## config.mk

```make
export PLATFORM = sky130hd
export DESIGN_NAME = _addsub_serial
export DESIGN_NICKNAME = d
export VERILOG_FILES = /design/src/rtl/_addsub_serial.sv
export SDC_FILE = /design/constraint.sdc
export NUM_CORES = 1
export LEC_CHECK = 0
export ABC_AREA = 0
export BUFFER_PORTS_ARGS = -buffer_cell sky130_fd_sc_hd__buf_2
export CAP_MARGIN = 20
export CORE_UTILIZATION = 54
export CTS_CLUSTER_DIAMETER = 30
export CTS_CLUSTER_SIZE = 40
export DETAILED_ROUTE_END_ITERATION = 6
export PLACE_DENSITY = 0.83
export SYNTH_ARGS = -nofsm -noshare
export SYNTH_HDL_FRONTEND = slang
export SYNTH_SLANG_ARGS = --single-unit
```

## constraint.sdc

```tcl
create_clock -name clk_i -period 3.9 [get_ports clk_i]
set_clock_uncertainty 0.05 [all_clocks]
set_input_delay 0.39 -clock clk_i [delete_from_list [all_inputs] [get_ports clk_i]]
set_output_delay 0.39 -clock clk_i [all_outputs]
set_load 0.03 [all_outputs]
```

## src/rtl/_addsub_serial.sv

```systemverilog
// Nibble-serial adder/subtractor: one 4-bit slice iterated WIDTH/4 times, LS nibble first.
// Define ADDSUB_FLAGS_EN to build the cout/ovf/zero flag logic; otherwise the flags are tied to 0.
module _addsub_serial #(
  parameter int unsigned WIDTH = 32
) (
  input  logic             clk_i,
  input  logic             rst_i,
  input  logic             start_i,
  input  logic             sub_i,
  input  logic [WIDTH-1:0] a_i,
  input  logic [WIDTH-1:0] b_i,
  output logic             busy_o,
  output logic             done_o,
  output logic [WIDTH-1:0] s_o,
  output logic             cout_o,
  output logic             ovf_o,
  output logic             zero_o
);

  localparam int unsigned Nsl  = WIDTH / 4;
  localparam int unsigned CntW = (Nsl > 1) ? $clog2(Nsl) : 1;

  typedef enum logic [1:0] {StIdle, StRun, StDone} state_e;

  state_e            state_q;
  logic [WIDTH-1:0]  a_q, b_q, s_q;
  logic              c_q;
  logic [CntW-1:0]   cnt_q;
  logic [4:0]        sum;
  logic              last;
  logic [WIDTH-1:0]  s_res;

  assign sum  = {1'b0, a_q[3:0]} + {1'b0, b_q[3:0]} + {4'b0000, c_q};
  assign last = (cnt_q == CntW'(Nsl - 1));

  // Result with the current step's nibble merged in; on the last step this is the full result.
  always_comb begin
    s_res = s_q;
    s_res[4*int'(cnt_q) +: 4] = sum[3:0];
  end

`ifdef ADDSUB_FLAGS_EN
  logic cout_q, ovf_q, zero_q;
`endif

  always_ff @(posedge clk_i or posedge rst_i) begin
    if (rst_i) begin
      state_q <= StIdle;
      a_q     <= '0;
      b_q     <= '0;
      s_q     <= '0;
      c_q     <= 1'b0;
      cnt_q   <= '0;
`ifdef ADDSUB_FLAGS_EN
      cout_q  <= 1'b0;
      ovf_q   <= 1'b0;
      zero_q  <= 1'b0;
`endif
    end else begin
      case (state_q)
        StIdle, StDone: begin
          if (start_i) begin
            a_q     <= a_i;
            b_q     <= sub_i ? ~b_i : b_i;
            c_q     <= sub_i;
            cnt_q   <= '0;
            s_q     <= '0;
`ifdef ADDSUB_FLAGS_EN
            cout_q  <= 1'b0;
            ovf_q   <= 1'b0;
            zero_q  <= 1'b0;
`endif
            state_q <= StRun;
          end else begin
            state_q <= StIdle;
          end
        end
        StRun: begin
          a_q   <= a_q >> 4;
          b_q   <= b_q >> 4;
          c_q   <= sum[4];
          s_q   <= s_res;
          cnt_q <= cnt_q + 1'b1;
          if (last) begin
            state_q <= StDone;
`ifdef ADDSUB_FLAGS_EN
            // On the last step a_q[3]/b_q[3] are the operand MSBs (b already inverted for sub).
            cout_q  <= sum[4];
            ovf_q   <= (a_q[3] == b_q[3]) && (sum[3] != a_q[3]);
            zero_q  <= (s_res == '0);
`endif
          end
        end
        default: state_q <= StIdle;
      endcase
    end
  end

  assign busy_o = (state_q == StRun);
  assign done_o = (state_q == StDone);
  assign s_o    = s_q;

`ifdef ADDSUB_FLAGS_EN
  assign cout_o = cout_q;
  assign ovf_o  = ovf_q;
  assign zero_o = zero_q;
`else
  assign cout_o = 1'b0;
  assign ovf_o  = 1'b0;
  assign zero_o = 1'b0;
`endif

endmodule

```

==> flow_summary.ini <==
[yosys]
synth.avg_cell_area_um2 = 10.4
ys_warn_count = 0
synth_cell_types = 38
synthFlopType = dfrtp_1
syn_area_um2 = 4700
synth-seq-cells = 102
yosysSeqAreaShare = 0.543
synthCells = 452
synth-edff-count = 0
synth_async_sr_flop_share = 1.00

[finish]
mostFrequentLayoutCells = 102 x dfrtp_1, 101 x buf_2, 66 x nand2_1
insertedDiodeCount = 0
layout_commonest_cell = dfrtp_1
fillers = 634
layout-drive-gt1-share = 0.243
nets = 620
syn_to_final_growth_pct = 17.6

[power]
p_leak_nw = 2.70
finalPower_w = 0.00462
irDropWorstVdd_v = 0.000411
power_density_nw_per_um2 = 836

[clocking]
cts_setup_buffers = 0
cts_tree = built
clk_latency_ns = 0.35
clk_pin_slew_ns = 0.09
cts_max_level = 3
cts_hold_buf = 0
cts_resized = 0
cts_made_buffers = 9
clockBufferDepth = 2
clock_sinks = 102
root_buffer = clkbuf_8

[grt]
grt_use_met2 = 0.366
grt_pass1_wl_um = 16200
grt_use_met3 = 0.0534
grt_antenna_before_repair = 0
grt_max_degree = 92
grt_usage = 0.233
use_met1 = 0.329
overflow = 0
grt_pass1_vias = 3407
grt_busiest_layer = met2

[sta]
relSlewSlack = 0.398
period_needed_ns = 2.57
post-route-period-util = 0.658
setup_slack_ns = 1.33
fmax_ghz = 0.390
fin_tns_setup_ns = 0
worst_pin_slew_ns = 0.904
rsz0062_at_grt = false
setup_viol = 0
hold_violations = 0
slew_violations = 0

[routing]
vias = 3657
drc = 0
dr.first_iter.drc_count = 182
routed_wl_um = 9970
ant_nets = 0
drtPass1Iterations = 4
via_per_inst = 5.64
routedWlPerCell_um = 15.4

[worst_setup_path]
crit_required_ns = 3.46
path_class = reg -> out
r2r_end = s_o[3]
crit_path_max_fanout = 45
cp.arrival_ns = 2.13
worstSetupEndpointType = output port
r2r_slack_ns = 1.50
crit_path_start_kind = flip-flop
startpoint = state_q[1]
r2r-start = cnt_q[0]
rr_worst_depth = 6

[die]
num_rows = 33
start_util = 0.566
fp.dieH_um = 95.3
ios = 105
coreArea_um2 = 8300
design.die.area_um2 = 9080
die_x_um = 95.3

[place]
post-place-ws_ns = 1.51
gp_congestion = 0.891
io_buffers = 101
hpwlAfterDp_um = 6800

[status]
status = finished, final reports clean

[job]
drv_cap = 0

[worst_hold_path]
hold_path.class = in -> async
==> report_power, final <==
group	internal, W	switching (W)	total (W)
logic	0.000780	0.00131	0.00209
registers	0.00150	0.000280	0.00178
clock network	0.000417	0.000337	0.000755
total	0.00269	0.00193	0.00462
==> final cells by class <==
cell class                      instances  area [um2]  share of cell area
Timing Repair Buffer                  108         598               0.108
Clock inverter                          5         100              0.0181
Inverter                               10        40.0             0.00724
Tap cell                              105         131              0.0238
Multi-Input combinational cell        309        1980               0.359
Sequential cell                       102        2550               0.462
Clock buffer                            9         124              0.0224
==> cell usage after synthesis, types with 5 or more instances <==
cell type | number | area (um2)
a22oi_1 | 27 | 203
buf_2 | 9 | 45.0
nand2_1 | 66 | 248
o31ai_1 | 6 | 45.0
nor2_1 | 30 | 113
nand3_1 | 35 | 175
inv_1 | 9 | 33.8
o21ai_0 | 29 | 145
clkbuf_1 | 16 | 60.1
a221o_1 | 30 | 300
dfrtp_1 | 102 | 2550
a22o_1 | 5 | 43.8
xnor2_1 | 33 | 289
ha_1 | 10 | 125
==> kinds of logic (layout without fill, tap and decap cells) <==
group / after synthesis / in the layout / synth area share
other: 1 / 3 / 0.000798
AOI/OAI and AO/OA: 106 / 106 / 0.169
buffers and inverters: 43 / 132 / 0.0394
adders and majority gates: 12 / 12 / 0.0351
xor gates and xnor gates: 35 / 35 / 0.0652
and+or+nand+nor: 153 / 153 / 0.147
DFF: 102 / 102 / 0.543
==> critical path, stage by stage (launching register included) <==
cell and delay [ns]:
dfrtp_1 0.37, nand2b_1 0.23, inv_2 0.38, buf_4 0.50
buf_2 0.29
==> worst max-delay path by stage <==
stage	endpoint	slack [ns]	cells after the start
floorplan	a_q[0]	0.78	1
global placement	s_o[3]	1.64	6
detailed placement	s_o[3]	1.51	6
CTS	busy_o	1.33	4
global route	busy_o	1.20	4
finish	busy_o	1.33	4
==> stage by stage <==
step,cells,utilization,cell area [um2],hold slack [ns]
2_1_floorplan,454,-,4710,0.396
3_3_place_gp,632,0.632,5250,0.410
3_5_place_dp,632,0.632,5250,0.413
4_1_cts,646,0.659,5470,0.186
5_1_grt,648,0.666,5530,0.0600
6_report,648,0.666,5530,0.0264
==> flip-flops by register name (all words and copies together), names as in the netlist <==
signal / count
b_q: 32
s_o: 32
c_q: 1
a_q: 32
cnt_q: 3
state_q: 2
==> routing by layer <==
layer,routed length [um],part of all wire
met1,4520,0.45
met2,4880,0.49
met3,437,0.044
met4,129,0.013
met5,0,0
No activity file was read; power rests on OpenSTA's default activity.
